===== src/rtl/divider_arbiter.sv =====
// divider_arbiter: round-robin sharing of one multi-cycle 32-bit unsigned
// divider between NREQ requesters, with divide-by-zero trap and watchdog.
//
// Handshake: a requester holds iReq[k] with stable operands until the
// one-cycle oAck[k] pulse, at which edge iA/iB are captured. Exactly one
// oDone[k] pulse follows, carrying oQ/oR and the flags. On the divider side
// oDivEn is a one-cycle start pulse with oDivA/oDivB held stable until the
// divider answers with a single-cycle iDivValida, or the watchdog fires.
module divider_arbiter #(
    parameter int NREQ    = 4,
    parameter int TIMEOUT = 64
) (
    input  logic                 iClk100M,
    input  logic                 iRstN,
    input  logic [NREQ-1:0]      iReq,
    input  logic [NREQ*32-1:0]   iA,
    input  logic [NREQ*32-1:0]   iB,
    output logic [NREQ-1:0]      oAck,
    output logic [NREQ-1:0]      oDone,
    output logic [31:0]          oQ,
    output logic [31:0]          oR,
    output logic                 oDivZero,
    output logic                 oTimeout,
    output logic                 oBusy,
    output logic [31:0]          oDivA,
    output logic [31:0]          oDivB,
    output logic                 oDivEn,
    input  logic [31:0]          iDivS,
    input  logic [31:0]          iDivC,
    input  logic                 iDivValida,
    output logic                 dbg_state
);

    localparam int PW = (NREQ > 1) ? $clog2(NREQ) : 1;
    localparam int CW = $clog2(TIMEOUT);

    typedef enum logic {S_IDLE = 1'b0, S_WAIT = 1'b1} state_t;

    state_t          state, state_nxt;
    logic [PW-1:0]   ptr, ptr_nxt;
    logic [PW-1:0]   owner, owner_nxt;
    logic [CW-1:0]   cnt, cnt_nxt;

    logic            found;
    logic [PW-1:0]   gsel;
    logic [31:0]     sel_a, sel_b;

    logic [NREQ-1:0] ack_nxt, done_nxt;
    logic [31:0]     q_nxt, r_nxt, diva_nxt, divb_nxt;
    logic            dz_nxt, to_nxt, busy_nxt, en_nxt;

    assign dbg_state = (state == S_WAIT);

    // Round-robin search: first requesting index at or above the pointer, wrapping.
    always_comb begin
        found = 1'b0;
        gsel  = '0;
        for (int i = 0; i < NREQ; i++) begin
            if (!found && iReq[(int'(ptr) + i) % NREQ]) begin
                found = 1'b1;
                gsel  = PW'((int'(ptr) + i) % NREQ);
            end
        end
        sel_a = iA[32*int'(gsel) +: 32];
        sel_b = iB[32*int'(gsel) +: 32];
    end

    // Next-state and next-output logic; every output is registered below.
    always_comb begin
        state_nxt = state;
        ptr_nxt   = ptr;
        owner_nxt = owner;
        cnt_nxt   = cnt;
        ack_nxt   = '0;
        done_nxt  = '0;
        q_nxt     = oQ;
        r_nxt     = oR;
        dz_nxt    = 1'b0;
        to_nxt    = 1'b0;
        busy_nxt  = 1'b0;
        en_nxt    = 1'b0;
        diva_nxt  = oDivA;
        divb_nxt  = oDivB;
        case (state)
            S_IDLE: begin
                if (found) begin
                    ack_nxt   = NREQ'(1) << gsel;
                    ptr_nxt   = PW'((int'(gsel) + 1) % NREQ);
                    owner_nxt = gsel;
                    if (sel_b != 32'd0) begin
                        diva_nxt  = sel_a;
                        divb_nxt  = sel_b;
                        en_nxt    = 1'b1;
                        cnt_nxt   = '0;
                        state_nxt = S_WAIT;
                    end else begin
                        q_nxt    = 32'hFFFF_FFFF;
                        r_nxt    = sel_a;
                        done_nxt = NREQ'(1) << gsel;
                        dz_nxt   = 1'b1;
                    end
                end
            end
            S_WAIT: begin
                // Busy rises the cycle after the start pulse so the two never overlap.
                busy_nxt = 1'b1;
                if (iDivValida) begin
                    q_nxt     = iDivS;
                    r_nxt     = iDivC;
                    done_nxt  = NREQ'(1) << owner;
                    busy_nxt  = 1'b0;
                    state_nxt = S_IDLE;
                end else if (cnt == CW'(TIMEOUT - 1)) begin
                    q_nxt     = 32'd0;
                    r_nxt     = 32'd0;
                    done_nxt  = NREQ'(1) << owner;
                    to_nxt    = 1'b1;
                    busy_nxt  = 1'b0;
                    state_nxt = S_IDLE;
                end else begin
                    cnt_nxt = cnt + CW'(1);
                end
            end
            default: state_nxt = S_IDLE;
        endcase
    end

    // State and output registers.
    always_ff @(posedge iClk100M or negedge iRstN) begin
        if (!iRstN) begin
            state    <= S_IDLE;
            ptr      <= '0;
            owner    <= '0;
            cnt      <= '0;
            oAck     <= '0;
            oDone    <= '0;
            oQ       <= '0;
            oR       <= '0;
            oDivZero <= 1'b0;
            oTimeout <= 1'b0;
            oBusy    <= 1'b0;
            oDivEn   <= 1'b0;
            oDivA    <= '0;
            oDivB    <= '0;
        end else begin
            state    <= state_nxt;
            ptr      <= ptr_nxt;
            owner    <= owner_nxt;
            cnt      <= cnt_nxt;
            oAck     <= ack_nxt;
            oDone    <= done_nxt;
            oQ       <= q_nxt;
            oR       <= r_nxt;
            oDivZero <= dz_nxt;
            oTimeout <= to_nxt;
            oBusy    <= busy_nxt;
            oDivEn   <= en_nxt;
            oDivA    <= diva_nxt;
            oDivB    <= divb_nxt;
        end
    end

endmodule


===== config.mk =====
export PLATFORM = sky130hd
export DESIGN_NAME = divider_arbiter
export DESIGN_NICKNAME = d
export VERILOG_FILES = /design/src/rtl/divider_arbiter.sv
export SDC_FILE = /design/constraint.sdc
export NUM_CORES = 1
export LEC_CHECK = 0
export ABC_AREA = 1
export BUFFER_PORTS_ARGS = -buffer_cell sky130_fd_sc_hd__buf_2
export CORE_AREA = 2 2 180 182
export CTS_CLUSTER_DIAMETER = 200
export CTS_CLUSTER_SIZE = 30
export DETAILED_ROUTE_END_ITERATION = 10
export DIE_AREA = 0 0 182 184
export PLACE_DENSITY_LB_ADDON = 0.08
export SLEW_MARGIN = 15
export SYNTH_ARGS = -nofsm -noshare
export SYNTH_HDL_FRONTEND = slang
export SYNTH_SLANG_ARGS = --single-unit

===== constraint.sdc =====
create_clock -name iClk100M -period 2.87 [get_ports iClk100M]
set_input_delay 0.287 -clock iClk100M [delete_from_list [all_inputs] [get_ports iClk100M]]
set_output_delay 0.287 -clock iClk100M [all_outputs]
set_load 0.1 [all_outputs]

# --- Word-level counts from Yosys, hierarchy flattened ---
# Cells that the tools add are included.
totals:
  ff_bits: 151
  elab_cells: 105
  input_bits: 327
classes:
  n_eq_ne: 7
  n_shift: 4
  n_mux: 53
  n_bitwise: 4
  reduce_logical: 14
  n_addsub: 5
  magnitude_cmp: 4
ops:
  columns: ["operator", "count"]
  rows:
  - ["128-bit by 8-bit variable part select with 32-bit output", 2]
  - ["32-bit two-way mux", 7]
  - ["32-bit case mux with 2 select lines", 2]
  - ["32-bit nonzero test", 1]
  - ["4-bit two-way mux", 6]
  - ["6-bit two-way mux", 4]
  - ["1-bit two-way mux", 23]
  - ["3-bit by 4-bit less-than comparator with 1-bit output (second input constant)", 3]
  - ["6-bit case mux with 2 select lines", 1]
  - ["2-bit != test (second input constant)", 5]
  - ["1-bit binary-select mux with 2-bit select", 4]
  - ["2-bit two-way mux", 4]
  - ["4-bit case mux with 2 select lines", 1]
  - ["1-bit by 2-bit << shifter with 4-bit output (first input constant)", 2]
  - ["6-bit by 1-bit adder with 6-bit output (second input constant)", 1]
  - ["6-bit == test (second input constant)", 1]
  - ["3-bit AND reduction", 2]
  - ["2-bit OR reduction", 3]
  - ["2-bit by 1-bit adder with 2-bit output (second input constant)", 2]
  - ["2-bit adder (second input constant)", 2]
  - ["4-bit AND reduction", 1]
  - ["1-bit AND (first input constant)", 3]
  - ["1-bit logical AND", 3]
  - ["1-bit zero test", 3]
  - ["other kinds (5)", 5]

# --- Logic depth before layout (Yosys ltp) ---
depth:
  depth_word: 19
  mapped_depth: 25
  depth_no_buf: 22

# --- Worst setup path before layout ---
# OpenSTA, ideal clock, no wires.
synth_path:
  kind: "register to register"
  start: "reg ptr[0]"
  end: "reg oQ[0]"
  required_time_ns: 2.749
  setup_ns: 0.121
  arrival_ns: 2.511
  stages_incl_launch_ff: 24
  n_path_buf: 5
  setup_slack_ns: 0.238
  path_cell_list: "dfrtp_1 > buf_6 > inv_4 > nand2_1 > nand2_2 > nand2_1 > nand2_1 > nor2_4 > nand3_2 > nand3_2 > buf_6 > buf_2 > nand2_1 > nand3_1 > nand2_1 > nand2_1 > nor2_1 > nand2_1 > nor2_1 > nand3_1 > buf_2 > buf_4 > nand3_1 > nand2_1"
synth_between:
  elab_chain_len: 16
  elab_cells_between_ends: 33
  classes_between: "add/sub: 3; eq/ne: 2; shift: 1; mux: 19; reduce/logical: 8"
synth_lines:
  columns: ["element", "line_no", "rtl"]
  rows:
  - ["start: declaration", "40", "logic [PW-1:0] ptr, ptr_nxt;"]
  - ["start signal: assignment", "147", "ptr <= ptr_nxt;"]
  - ["2-bit by 1-bit adder with 2-bit output / 1-bit binary-select mux with 2-bit select (equally long branches)", "59, 61", null]
  - ["1-bit binary-select mux with 2-bit select / 1-bit two-way mux (equally long branches)", "59", "if (!found && iReq[(int'(ptr) + i) % NREQ]) begin"]
  - ["1-bit two-way mux (not written as such)", "59", null]
  - ["1-bit two-way mux (not written as such) / 1-bit zero test (equally long branches)", "59", null]
  - ["1-bit logical AND", "59", null]
  - ["1-bit two-way mux", "59", null]
  - ["1-bit zero test", "59", null]
  - ["1-bit logical AND", "59", null]
  - ["1-bit two-way mux", "59", null]
  - ["1-bit zero test", "59", null]
  - ["1-bit logical AND", "59", null]
  - ["2-bit two-way mux", "59", null]
  - ["128-bit by 8-bit variable part select with 32-bit output", "65", "sel_b = iB[32*int'(gsel) +: 32];"]
  - ["32-bit nonzero test", "90", "if (sel_b != 32'd0) begin"]
  - ["2-bit != test (no source line)", null, null]
  - ["3-bit AND reduction (no source line) *", null, null]
  - ["end signal: assignment", "152", "oQ <= q_nxt;"]
  - ["end: declaration", "20", "output logic [31:0] oQ,"]
# Every way passes the cells marked *; elsewhere a longest branch is shown, timed or not. The select of a mux whose other input is x is not followed.
# A chain may end at the register's enable or synchronous reset.

# --- Final worst setup path ---
layout_path:
  start: "reg ptr[0]"
  end: "reg oDivB[8]"
layout_between:
  elab_chain_len: 15
  elab_cells_between_ends: 31
  classes_between: "add/sub: 3; shift: 1; mux: 19; reduce/logical: 8"
layout_lines:
  columns: ["element", "line_no", "rtl"]
  rows:
  - ["2-bit by 1-bit adder with 2-bit output / 1-bit binary-select mux with 2-bit select (equally long branches)", "59, 61", null]
  - ["1-bit binary-select mux with 2-bit select / 1-bit two-way mux (equally long branches)", "59", null]
  - ["1-bit two-way mux (not written as such)", "59", null]
  - ["1-bit two-way mux (not written as such) / 1-bit zero test (equally long branches)", "59", null]
  - ["1-bit logical AND", "59", null]
  - ["1-bit two-way mux", "59", null]
  - ["1-bit zero test", "59", null]
  - ["1-bit logical AND", "59", null]
  - ["1-bit two-way mux", "59", null]
  - ["1-bit zero test", "59", null]
  - ["1-bit logical AND", "59", null]
  - ["2-bit two-way mux", "59", null]
  - ["128-bit by 8-bit variable part select with 32-bit output", "65", null]
  - ["32-bit nonzero test", "90", null]
  - ["3-bit AND reduction (no source line)", null, null]
  - ["end signal: assignment", "159", "oDivB <= divb_nxt;"]
  - ["end: declaration", "26", "output logic [31:0] oDivB,"]
# Parallel ways exist; a longest one is shown, timed or not. The select of a mux whose other input is x is not followed.

==> results.py <==
metrics = {
    "outcome": {
        "status": "finished, violations left",
        "violations": "setup timing",
    },
    "hold_path": {
        "hold_path_depth": 5,
        "hold_path_end": "oQ[0]",
        "min_path_type": "input pin to flip-flop",
        "min_from": "iDivS[0]",
    },
    "place": {
        "routabilityCongestion": 0.855,
        "placedCellCount": 2100,
        "dp_hpwl_mm": 29.7,
        "dp_slack_ps": -318,
        "portBuffers": 467,
    },
    "critical_path": {
        "r2r-start": "ptr[0]",
        "ff2ff_path_depth": 23,
        "worstSetupPathType": "flip-flop to flip-flop",
        "cp-start-kind": "flip-flop",
        "r2r_end": "oDivB[8]",
        "crit_arrival_ps": 3440,
        "r2r_slack_ps": -220,
        "worstPathRequired_ps": 3220,
        "path_max_fanout": 8,
        "endpoint_kind": "flip-flop",
    },
    "cts": {
        "cts.sinks": 151,
        "clock_latency_ps": 440,
        "h-tree-depth": 4,
        "cts_tree": "built",
        "clockBufferDepth": 2,
        "numCtsBuffers": 17,
        "clk_pin_slew_worst_paths_ps": 70,
        "cts_root_buf": "clkbuf_16",
    },
    "cells_and_area": {
        "fillers": 3431,
        "fin_util_pct": 42.2,
        "area_delta_synth_final_pct": 48.6,
        "nets": 2072,
        "fin_cells": 2158,
        "final_layout_size_suffix_gt1_share_pct": 38.0,
    },
    "timing": {
        "period_share_pct": 108,
        "worstMarginPinSlew_ps": 783,
        "timing.final.ws_setup_ps": -221,
        "slew_viol_final": 0,
        "hold_violations": 0,
        "min_period_ps": 3090,
        "clock_skew_ps": 11.9,
        "rsz0062_at_grt": "true",
        "setup_viol": 141,
        "max_slew_margin_pct": 47.8,
        "clock.fmax_mhz": 324,
    },
    "yosys": {
        "ys_async_sr_fraction_pct": 100,
        "synth.cell_area_um2": 8910,
        "yosysTopAreaCellShare_pct": 42.4,
        "ys_seq_area_share_pct": 42.4,
        "synth.largest_area_cell": "dfrtp_1",
        "netlist_top_cells_area": "dfrtp_1, nand2_1, nand3_1",
        "ys_warn_count": 0,
        "synthTopCellsByCount": "nand2_1, nand3_1, dfrtp_1, o21ai_0, nand4_1",
        "yosysMostFrequentCell": "nand2_1",
        "synth_enable_flop_cells": 0,
        "avgSynthCellArea_um2": 7.10,
        "syn_inst": 1255,
        "synth_cell_types": 32,
        "synth_flop_cell": "dfrtp_1",
        "ys_ff_latch": 151,
        "syn_nets": 1587,
    },
    "floorplanning": {
        "die_width_um": 182,
        "rows": 65,
        "die_area_um2": 33500,
        "io_pins": 468,
        "initial_core_util_pct": 28.4,
        "die_y_um": 184,
        "core_um2": 31400,
    },
    "route": {
        "ant_nets": 0,
        "wirelength_mm": 40.7,
        "drt-initial-drc-count": 572,
        "dr.pass1.iters": 5,
        "wl_per_cell_um": 18.9,
        "drc": 0,
        "viasPerCell": 4.91,
        "dr_total_vias": 10600,
    },
    "global_route": {
        "grt_max_degree": 79,
        "grt_pass1_vias": 10200,
        "grtUsageTotal_pct": 23.3,
        "antenna_found_initial": 7,
        "grt_pass1_wl_mm": 59.7,
        "grt-ovfl-total": 0,
    },
    "job": {
        "drv_cap": 0,
    },
}
kinds of logic (layout without fill, tap and decap cells):
logic type	Yosys count	after routing	synth area share (%)
AOI/OAI and AO/OA	170	170	11.6
xor gates and xnor gates	2	2	0.197
DFF	151	151	42.4
adders and majority gates	5	5	0.702
other	0	3	0
and+or+nand+nor	801	801	38.1
buffers and inverters	126	624	7.09
repair_timing:
action | 4_1_cts | 5_1_grt
pin swaps | 7 | 23
hold buffers | 1 | 0
gates resized for setup | 31 | 66
hold endpoints to repair | 75 | 0
buffers inserted | 7 | 5
gates cloned | 5 | 9
setup endpoints to repair | 140 | 141
state kept, by name, summed over array words and instances, names as in the netlist:
signal,flops
oQ,32
oDivEn,1
oAck,4
oTimeout,1
oR,32
owner,2
ptr,2
oDone,4
oDivA,32
dbg_state,1
oDivB,32
cnt,6
oBusy,1
oDivZero,1
critical path, cell delays in order (launching register included):
cell and delay [ps]:
dfrtp_2 500, clkinv_4 130, nand2_4 90, nand2_4 60, nand2_2 70, nand2_2 70, nor2_4 170, nand3_2 120
nand2_4 180, buf_12 140, clkbuf_16 140, nand3_1 90, nand2_2 110, nand2_1 60, nor2_1 90, nand2_1 70
nor2_2 120, buf_6 130, nand2_4 70, nand2_8 130, buf_12 150, clkbuf_16 150, nand2_1 50, o21ai_0 80
worst max path at each step:
stage | startpoint | end | slack, ps
floorplan | ptr[0] | oQ[0] | 240
CTS | ptr[0] | oDivA[12] | -170
finish | ptr[0] | oDivB[8] | -220
detailed placement | ptr[0] | oR[13] | -320
global route | ptr[0] | oDivB[8] | -400
global placement | ptr[0] | oQ[18] | -280
final cells by class:
| type | count | area, um^2 | share of cell area [%] |
|---|---|---|---|
| Timing Repair Buffer | 566 | 3540 | 26.7 |
| Tap cell | 402 | 503 | 3.80 |
| Timing Repair inverter | 1 | 6.26 | 0.0472 |
| Antenna cell | 3 | 7.51 | 0.0567 |
| Inverter | 25 | 114 | 0.859 |
| Clock buffer | 22 | 464 | 3.50 |
| Sequential cell | 151 | 3780 | 28.6 |
| Multi-Input combinational cell | 978 | 4740 | 35.8 |
| Clock inverter | 10 | 96.3 | 0.727 |
placed cells by master, fill, tap and decap left out, types with 5 or more instances in the layout:
cell	instances
a21oi_1	33
a32o_1	32
buf_12	15
buf_2	466
buf_4	60
buf_6	10
clkbuf_16	24
dfrtp_1	148
ha_1	5
inv_1	19
nand2_1	517
nand2_2	34
nand2_4	6
nand3_1	165
nand3_2	9
nand4_1	39
nor2_1	14
o21ai_0	61
o21ai_1	38
stage by stage:
step	hold WS, ps	cell area [um^2]	TNS, ps
finish	128	13200	-18410
global route	140	13200	-47940
CTS	108	12900	-18330
detailed placement	404	12000	-32860
global placement	409	12000	-29760
floorplan	-8.59	8910	0
routing by layer:
| layer | global-route usage [%] | vias to the layer above | wire (um) |
|---|---|---|---|
| li1 | - | 5170 | - |
| met1 | 28.7 | 4952 | 16800 |
| met2 | 40.6 | 405 | 20100 |
| met3 | 5.49 | 55 | 2800 |
| met4 | 6.68 | 4 | 976 |
| met5 | 0 | - | 27 |
Power is not shown: default switching activity piles up to over one toggle a cycle in this logic, so the estimate is an artifact.
